<file path="src/rtl/systolic_feeder.sv">
// rtl/systolic_feeder.sv - operand feeder and result capture for a 3x3 systolic array
module systolic_feeder #(
  parameter int DW           = 8,
  parameter int CW           = 16,
  parameter int DRAIN_CYCLES = 7
) (
  input  logic            clk,
  input  logic            rst,
  input  logic            in_valid,
  output logic            in_ready,
  input  logic [9*DW-1:0] a_mat,
  input  logic [9*DW-1:0] b_mat,
  output logic            arr_rst,
  output logic [3*DW-1:0] arr_a,
  output logic [3*DW-1:0] arr_b,
  input  logic [9*CW-1:0] arr_c,
  output logic            res_valid,
  input  logic            res_ready,
  output logic [9*CW-1:0] res_c,
  output logic            busy
);

  typedef enum logic [2:0] {S_IDLE, S_CLR, S_FEED, S_DRAIN, S_HOLD} state_t;

  localparam int CNT_W = 8;
  localparam logic [CNT_W-1:0] DRAIN_LAST = CNT_W'(DRAIN_CYCLES - 1);

  state_t           state, state_next;
  logic [CNT_W-1:0] cnt, cnt_next;
  logic [9*DW-1:0]  a_q, b_q;
  logic             accept;

  logic             in_ready_d, arr_rst_d, res_valid_d, busy_d;
  logic [3*DW-1:0]  arr_a_d, arr_b_d;

  assign accept = in_valid && in_ready;

  // Column k of A: one element per array row.
  function automatic logic [3*DW-1:0] a_col(input logic [9*DW-1:0] m, input logic [1:0] k);
    logic [3*DW-1:0] r;
    r = '0;
    for (int i = 0; i < 3; i++) r[i*DW +: DW] = m[(3*i + int'(k))*DW +: DW];
    return r;
  endfunction

  function automatic logic [3*DW-1:0] b_row(input logic [9*DW-1:0] m, input logic [1:0] k);
    logic [3*DW-1:0] r;
    r = '0;
    for (int j = 0; j < 3; j++) r[j*DW +: DW] = m[(3*int'(k) + j)*DW +: DW];
    return r;
  endfunction

  always_ff @(posedge clk or negedge rst) begin
    if (!rst) begin
      state <= S_IDLE;
      cnt   <= '0;
    end else begin
      state <= state_next;
      cnt   <= cnt_next;
    end
  end

  always_comb begin
    state_next = state;
    cnt_next   = cnt;
    case (state)
      S_IDLE: begin
        if (accept) begin
          state_next = S_CLR;
          cnt_next   = '0;
        end
      end
      S_CLR: begin
        if (cnt == CNT_W'(1)) begin
          state_next = S_FEED;
          cnt_next   = '0;
        end else begin
          cnt_next = cnt + 1'b1;
        end
      end
      S_FEED: begin
        if (cnt == CNT_W'(2)) begin
          state_next = S_DRAIN;
          cnt_next   = '0;
        end else begin
          cnt_next = cnt + 1'b1;
        end
      end
      S_DRAIN: begin
        if (cnt == DRAIN_LAST) begin
          state_next = S_HOLD;
          cnt_next   = '0;
        end else begin
          cnt_next = cnt + 1'b1;
        end
      end
      S_HOLD: begin
        if (res_valid && res_ready) state_next = S_IDLE;
      end
      default: begin
        state_next = S_IDLE;
        cnt_next   = '0;
      end
    endcase
  end

  // Outputs are decoded from the next state so the registered copies line up with the state.
  always_comb begin
    in_ready_d  = (state_next == S_IDLE);
    busy_d      = (state_next != S_IDLE);
    arr_rst_d   = (state_next != S_CLR);
    res_valid_d = (state_next == S_HOLD);
    arr_a_d     = '0;
    arr_b_d     = '0;
    if (state_next == S_FEED) begin
      arr_a_d = a_col(a_q, cnt_next[1:0]);
      arr_b_d = b_row(b_q, cnt_next[1:0]);
    end
  end

  always_ff @(posedge clk or negedge rst) begin
    if (!rst) begin
      in_ready  <= 1'b1;
      busy      <= 1'b0;
      arr_rst   <= 1'b0;
      res_valid <= 1'b0;
      arr_a     <= '0;
      arr_b     <= '0;
      res_c     <= '0;
      a_q       <= '0;
      b_q       <= '0;
    end else begin
      in_ready  <= in_ready_d;
      busy      <= busy_d;
      arr_rst   <= arr_rst_d;
      res_valid <= res_valid_d;
      arr_a     <= arr_a_d;
      arr_b     <= arr_b_d;
      if (accept) begin
        a_q <= a_mat;
        b_q <= b_mat;
      end
      if (state == S_DRAIN && cnt == DRAIN_LAST) res_c <= arr_c;
    end
  end

endmodule

</file>
<file path="config.mk">
export PLATFORM = sky130hd
export DESIGN_NAME = systolic_feeder
export DESIGN_NICKNAME = d
export VERILOG_FILES = /design/src/rtl/systolic_feeder.sv
export SDC_FILE = /design/constraint.sdc
export NUM_CORES = 1
export LEC_CHECK = 0
export BUFFER_PORTS_ARGS = -buffer_cell sky130_fd_sc_hd__buf_2
export CAP_MARGIN = 20
export CORE_MARGIN = 2
export CORE_UTILIZATION = 30
export CTS_BUF_LIST = sky130_fd_sc_hd__clkbuf_8
export DETAILED_ROUTE_END_ITERATION = 6
export GPL_TIMING_DRIVEN = 1
export SYNTH_ARGS = -nofsm -noshare
export SYNTH_HDL_FRONTEND = slang
export SYNTH_SLANG_ARGS = --single-unit
export TNS_END_PERCENT = 30
</file>
<file path="constraint.sdc">
create_clock -name clk -period 7.5 [get_ports clk]
set_clock_uncertainty 0.05 [all_clocks]
set_input_delay 1.125 -clock clk [delete_from_list [all_inputs] [get_ports clk]]
set_output_delay 1.125 -clock clk [all_outputs]
set_load 0.005 [all_outputs]
</file>
==> results of run 1 <==
## through the flow
step / utilization, % / hold WS, ns / std cells / total power [uW] / area, sq um
final: 40.4 / 0.422 / 2082 / 7280 / 18400
after global routing: 40.4 / 0.462 / 2079 / 7790 / 18400
after CTS: 40.3 / 0.439 / 2070 / 7400 / 18300
after detailed placement: 37.3 / 0.440 / 1959 / 5490 / 17000
after global placement: 37.3 / 0.433 / 1959 / 5420 / 17000
after floorplan: - / 0.429 / 911 / 4580 / 13900
## synthesized netlist by cell type (3+ instances only)
cell      instances
and3_1            4
buf_2            30
clkbuf_1         16
dfrtp_1         350
ha_1              4
inv_1            30
mux2_2          288
mux2i_1          72
nand2_1           8
nand3_1           7
nor2_1            6
nor3_1            3
nor4_1            3
o22ai_1          48
or2_2             3
xnor2_1           4
## state kept, by name (all words and copies together) (netlist names)
signal	cells
arr_rst	1
res_valid	1
res_c	144
busy	1
in_ready	1
a_q	72
cnt	8
arr_b	24
arr_a	24
state	3
b_q	72
## area by class of cell
cell class	count	area (sq um)
flip-flops and latches	351	8780
diodes	11	27.5
clock inverters	31	236
repair buffers	497	2550
fillers	4389	27100
inverters	31	116
well taps	600	751
clock buffers	80	1100
multi-input cells	481	4800
## layer usage
metal	wire, microns	share of wire (%)	GRT usage (%)	vias to the layer above
li1	-	-	-	4329
met3	3210	8.7	5.84	75
met5	97	0.26	0	-
met2	17900	49	24.5	303
met4	828	2.3	5.50	16
met1	14600	40	17.6	4590
## power by group
group	switching, uW	internal [uW]	leakage (uW)
Combinational	1190	1270	0.00440
Sequential	358	2600	0.00448
Clock	800	1060	0.000749
Total	2350	4930	0.00963
## cell families after synthesis
kind of cell,after synthesis
multiplexers,360
XOR/XNOR,4
adder cells (fa/ha/maj),4
AO/OA/AOI/OAI,63
flip-flops,351
AND/OR/NAND/NOR,50
buffers and inverters,79
## cells in the final DEF (no fill, tap or decap), types with 4 or more instances in the layout
cell type,Yosys,routed
buf_2,30,486
dfrtp_1,350,350
mux2_2,288,288
clkbuf_8,0,80
mux2i_1,72,72
o22ai_1,48,48
inv_1,30,44
diode_2,0,11
clkinv_2,0,10
buf_4,1,8
nand2_1,8,7
nand3_1,7,7
nor2_1,6,6
and3_1,4,4
xnor2_1,4,4
ha_1,4,4
## final timing paths
| path | endpoint | start | slack (ns) | cells after the start |
|---|---|---|---|---|
| setup / recovery | arr_b[10] | cnt[1] | 3.90 | 10 |
| hold reg to reg | res_c[36] | res_c[36] | 0.45 | 1 |
| hold / removal | b_q[33] | rst | 0.42 | 1 |
| setup reg to reg | arr_b[10] | cnt[1] | 3.90 | 10 |
| min in group clk | res_c[36] | res_c[36] | 0.45 | 1 |
| max in group asynchronous | res_c[35] | rst | 5.55 | 2 |
==> results.toml, run 1 <==
[clocking]
cts_tree = "yes"
clock_sinks = 351
cts_root_buffer = "clkbuf_8"
clk_pin_slew_ns = 0.06
cts_buffers = 61
ctsHoldBuffers = 0
cts_resized = 0
post_cts_buffers = 0
h-tree-depth = 2
clock_latency_ns = 0.66
cts_buffer_depth = 3

[yosys]
ys.flop_type = "dfrtp_1"
ys_types = 44
synth_area_per_cell_sq_um = 15.2
synth.area.top_cells = "dfrtp_1, mux2_2, mux2i_1"
syn_inst = 911
synth_compound_area_share_pct = 3.03
synth_area_sq_um = 13900
synth-adder-area-share_pct = 0.361
synth_nets = 1207
synth.area.mux_share_pct = 28.6
synth_seq_cells = 351
synth_seq_area_share_pct = 63.3
yosys_warnings = 0
synth-simple-area-share_pct = 2.05
synth_edf_count = 0
synth_xor_area_share_pct = 0.252
synth_top_cell_by_area = "dfrtp_1"
synth_top_family_by_area = "multiplexers"
yosysTopAreaCellShare_pct = 63.1
synthArstFlopShare_pct = 100

[floorplanning]
num_io_pins = 488
die_h_microns = 219
fp.coreArea_sq_um = 45500
dieWidth_microns = 219
die_area_sq_um = 48000
rows = 78
start_util_pct = 30.5

[critical_path]
cp_top_family = "compound AO/OA/AOI/OAI gates"
crit_slowest_cell = "a32o_4"
crit_required_ns = 8.02
crit_chain = "inv_1, ha_1, nor3b_1, o32a_1, a32o_4, inv_1, ha_1, nor3_1, nand4b_1, o22ai_1"
slowest_delay_ns = 0.86
arrival_ns = 4.12
setup.worst_path.class = "reg -> reg"
critPathLaunchType = "flip-flop"
crit_buf_inv = 2
cp_max_fo = 52
end_kind = "flip-flop"

[timing]
drv_slew = 0
slew_headroom_pct = 31.2
hold_viol_final = 0
setup_slack_ns = 3.90
period_share_pct = 48.0
finalSetupViolations = 0
fmax_mhz = 278
worst_pin_slew_ns = 1.03
fin_tns_setup_ns = 0
rsz0062_at_grt = "no"
fin_crit_ns = 3.60

[drt]
wl_per_cell_microns = 17.6
drc = 0
routed_wl_microns = 36700
via_count = 9313
drt_pass1_iterations = 4
drt_iter0_drc = 432
routed_via_density = 4.47
ant_nets = 0

[min_path]
min_path_type = "in -> async"

[layout]
num-nets-final = 1719
syn2layout_area_growth_pct = 32.4
drive_gt1_share_pct = 60.6

[placed_design]
pre_cts_ws_ns = 3.72
io_buffers = 487
gp_congestion = 0.759
place_hpwl_microns = 26500

[global_route]
grt_overflow = 0
grt_max_degree = 156
grt_pass1_vias = 9621
grt_pass1_wl_microns = 54900
antenna_found_initial = 19
grt_usage_pct = 14.9

[power]
powerDensity_nw_per_um2 = 396
peakVddDrop_mv = 0.227
p_leak_uw = 0.00963

[status]
status = "finished, final reports clean"

[job]
drv_cap = 0
Power figures use the tool's default switching activity.
==> inputs of run 2 (changes only) <==
==> constraint.sdc (replaced) <==
create_clock -name clk -period 3.5 [get_ports clk]
set_clock_uncertainty 0.05 [all_clocks]
set_input_delay 0.525 -clock clk [delete_from_list [all_inputs] [get_ports clk]]
set_output_delay 0.525 -clock clk [all_outputs]
set_load 0.005 [all_outputs]
==> results.toml, run 2 (synthesis gave the netlist of run 1 again) <==
[status]
status = "finished, final reports clean"

[drt]
ant_nets = 0
via_count = 9657
wl_per_cell_microns = 18.0
routed_wl_microns = 38800
drc = 0
drt_pass1_iterations = 4
drt_iter0_drc = 337
routed_via_density = 4.49

[critical_path]
crit_required_ns = 3.94
crit_chain = "inv_1, ha_1, nor3b_1, o32a_1, a32o_4, buf_4, buf_4, mux2i_1, o22ai_1"
critPathLaunchType = "flip-flop"
crit_slowest_cell = "buf_4"
slowest_delay_ns = 0.48
cp_common_cell = "buf_4"
cp_max_fo = 34
arrival_ns = 3.42
setup.worst_path.class = "reg -> reg"
end_kind = "flip-flop"

[clocking]
clock_sinks = 351
clock_latency_ns = 0.63
cts_buffers = 61
h-tree-depth = 2
cts_buffer_depth = 3
cts_root_buffer = "clkbuf_8"
clk_pin_slew_ns = 0.06
post_cts_buffers = 0
cts_tree = "yes"

[floorplanning]
die_area_sq_um = 48000
dieWidth_microns = 219
start_util_pct = 30.5
rows = 78
num_io_pins = 488
die_h_microns = 219
fp.coreArea_sq_um = 45500

[timing]
hold_viol_final = 0
fin_crit_ns = 2.97
drv_slew = 0
finalSetupViolations = 0
worst_pin_slew_ns = 0.876
slew_headroom_pct = 40.1
setup_slack_ns = 0.527
period_share_pct = 85.0
rsz0062_at_grt = "no"
fin_tns_setup_ns = 0
fmax_mhz = 336

[placed_design]
pre_cts_ws_ns = 0.564
placed_area_sq_um = 17200
io_buffers = 487
gp_congestion = 0.763
place_hpwl_microns = 27800
dp.cells = 1973

[layout]
syn2layout_area_growth_pct = 37.0
num-nets-final = 1795
layout_common_cells = "buf_2, dfrtp_1, mux2_2"
drive_gt1_share_pct = 58.0
instances_no_fill = 2151
top_regs = "res_c (144), a_q (72), b_q (72)"
fin_area_sq_um = 19000
final_common_cell = "buf_2"
largest-register = "res_c"
largest_register_ffs = 144

[global_route]
grt_overflow = 0
antenna_found_initial = 17
grt_pass1_vias = 10300
grt_pass1_wl_microns = 58200
grt_max_degree = 84
grt_usage_pct = 15.7

[power]
powerDensity_nw_per_um2 = 811
p_leak_uw = 0.00991
finalPower_uw = 15400
peakVddDrop_mv = 0.432

[min_path]
min_path_type = "in -> reg"

[job]
drv_cap = 0
[run 2: through the flow]
step	hold WS (ns)	utilization, %
5_1_grt	0.00564	41.8
3_5_place_dp	0.439	37.7
4_1_cts	0.000247	41.7
6_report	0.0716	41.8
3_3_place_gp	0.433	37.7
2_1_floorplan	0.179	-
[run 2: layout make-up]
type	instances	area, sq um
clock inverters	28	146
well taps	600	751
inverters	31	116
repair buffers	573	3350
flip-flops and latches	351	8780
fillers	4254	26500
clock buffers	75	1030
multi-input cells	481	4800
diodes	12	30.0
[run 2: critical path: cells and delay by family, from the launching register on]
family | cells | cell delay (ns)
adder cells (fa/ha/maj) | 1 | 0.12
flip-flops | 1 | 0.42
buffers and inverters | 3 | 0.97
AND/OR/NAND/NOR | 1 | 0.41
AO/OA/AOI/OAI | 3 | 0.60
multiplexers | 1 | 0.25
[run 2: final timing paths]
kind	to	cells after the start	slack [ns]	start
max	arr_b[8]	9	0.53	cnt[1]
min	a_q[61]	2	0.07	a_mat[61]
max reg2reg	arr_b[8]	9	0.53	cnt[1]
min reg2reg	res_c[67]	1	0.45	res_c[67]
max in group asynchronous	res_c[10]	3	2.05	rst
min in group asynchronous	arr_b[15]	2	0.46	rst
[run 2: what timing repair did]
action | 4_1_cts | 5_1_grt
hold buffers | 63 | 0
gates resized for setup | 0 | 0
endpoints found under the hold margin | 137 | 0
[run 2: per-layer routing]
metal  track usage, %  share of wire, %
met1             18.3                40
met2             26.6                50
met3             5.79               8.0
met4             5.52               2.1
met5                0              0.19
[run 2: power breakdown]
group          switching [uW]  internal [uW]
Sequential                826           5560
Clock                    1660           1980
Combinational            2540           2850
==> inputs of run 3 (changes only) <==
==> constraint.sdc (replaced) <==
create_clock -name clk -period 2.89 [get_ports clk]
set_clock_uncertainty 0.05 [all_clocks]
set_input_delay 0.4335 -clock clk [delete_from_list [all_inputs] [get_ports clk]]
set_output_delay 0.4335 -clock clk [all_outputs]
set_load 0.005 [all_outputs]
==> results.toml, run 3 (synthesis gave the netlist of run 1 again) <==
[placed_design]
place_hpwl_microns = 27400
gp_congestion = 0.758
io_buffers = 487
pre_cts_ws_ns = 0.192

[drt]
drt_pass1_iterations = 4
drc = 0
wl_per_cell_microns = 17.4
ant_nets = 0
via_count = 10700
drt_iter0_drc = 550
routed_wl_microns = 41500
routed_via_density = 4.47

[timing]
hold_slack_ns = 0.315
hold_viol_final = 0
period_share_pct = 95.6
slew_headroom_pct = 62.9
fmax_mhz = 362
rsz0062_at_grt = "no"
worst_pin_slew_ns = 0.555
setup_slack_ns = 0.127
drv_slew = 0
fin_tns_setup_ns = 0
finalSetupViolations = 0
fin_crit_ns = 2.76

[floorplanning]
die_area_sq_um = 48000
start_util_pct = 30.5
fp.coreArea_sq_um = 45500
num_io_pins = 488
dieWidth_microns = 219
rows = 78
die_h_microns = 219

[power]
pwr-share-comb_pct = 36.1
swShare_pct = 32.4
p_seq_share_pct = 39.1
p_leak_uw = 0.0110
switching_power_uw = 6380
powerDensity_nw_per_um2 = 915
finalPower_uw = 19700
peakVddDrop_mv = 0.836
clkPwrFrac_pct = 24.9
intPower_uw = 13300

[layout]
largest-register = "res_c"
syn2layout_area_growth_pct = 55.2
layout_common_cells = "buf_2, dfrtp_1, dlygate4sd3_1"
num-nets-final = 2032
top_regs = "res_c (144), a_q (72), b_q (72)"
largest_register_ffs = 144
final_common_cell = "buf_2"
drive_gt1_share_pct = 51.1

[clocking]
clock_latency_ns = 0.61
cts_buffer_depth = 3
clock_sinks = 351
cts_tree = "yes"
clk_pin_slew_ns = 0.06
cts_buffers = 66
h-tree-depth = 3
cts_root_buffer = "clkbuf_8"
post_cts_buffers = 0

[critical_path]
cp_max_fo = 32
critPathLaunchType = "flip-flop"
end_kind = "flip-flop"
crit_required_ns = 3.31
rrSetupSlack_ns = 0.13
arrival_ns = 3.18
setup.worst_path.class = "reg -> reg"

[job]
drv_cap = 0

[min_path]
min_path_type = "in -> async"

[global_route]
antenna_found_initial = 0
grt_max_degree = 93
grt_pass1_vias = 11900
grt_usage_pct = 17.0
grt_pass1_wl_microns = 63400
grt_overflow = 0

[status]
status = "finished, final reports clean"
-- run 3: path summary, 6_finish.rpt --
kind	from	to	cells past startpoint
min in group clk	in_valid	b_q[53]	3
max in group asynchronous	rst	res_c[90]	3
min reg2reg	res_c[10]	res_c[10]	1
min	rst	b_q[10]	2
max	cnt[0]	res_c[96]	7
max reg2reg	cnt[0]	res_c[96]	7
-- run 3: final cells by class --
type	count	area, sq um
diodes	1	2.50
fillers	3957	23900
multi-input cells	481	4800
flip-flops and latches	351	8780
inverters	31	116
well taps	600	751
clock inverters	33	179
clock buffers	87	1200
repair buffers	805	5700
-- run 3: per-layer routing --
metal,global-route usage [%],part of all wire (%),routed length (microns),vias to the layer above
met5,0,0,0,-
met1,19.3,40,16700,5267
li1,-,-,-,4956
met2,29.8,50,20800,354
met3,5.11,6.4,2650,94
met4,6.98,3.3,1390,0
-- run 3: stage by stage --
| stage | area (sq um) | cells | util [%] |
|---|---|---|---|
| after floorplan | 13900 | 911 | - |
| after global placement | 17200 | 1978 | 37.9 |
| after detailed placement | 17200 | 1978 | 37.9 |
| after CTS | 21500 | 2387 | 47.3 |
| after global routing | 21500 | 2388 | 47.3 |
| final | 21500 | 2389 | 47.4 |
-- run 3: power by group through the flow --
| stage | registers [uW] | clock network [uW] | logic (uW) |
|---|---|---|---|
| after CTS | 7690 | 5090 | 7140 |
| after global placement | 7720 | 0 | 6670 |
| after detailed placement | 7770 | 0 | 6800 |
| final | 7700 | 4900 | 7110 |
| after floorplan | 7570 | 0 | 4330 |
| after global routing | 7920 | 5320 | 7750 |
-- run 3: repair_timing --
| action | 4_1_cts | 5_1_grt |
|---|---|---|
| hold buffers | 289 | 0 |
| setup endpoints to repair | 0 | 10 |
| resized for setup | 0 | 2 |
| endpoints found under the hold margin | 342 | 0 |
-- run 3: critical path, stage by stage (launching register included) --
cell	delay, ns
dfrtp_1	0.41
inv_1	0.13
ha_1	0.20
or4b_1	0.53
nor4_2	0.42
buf_4	0.30
buf_12	0.22
mux2_2	0.37
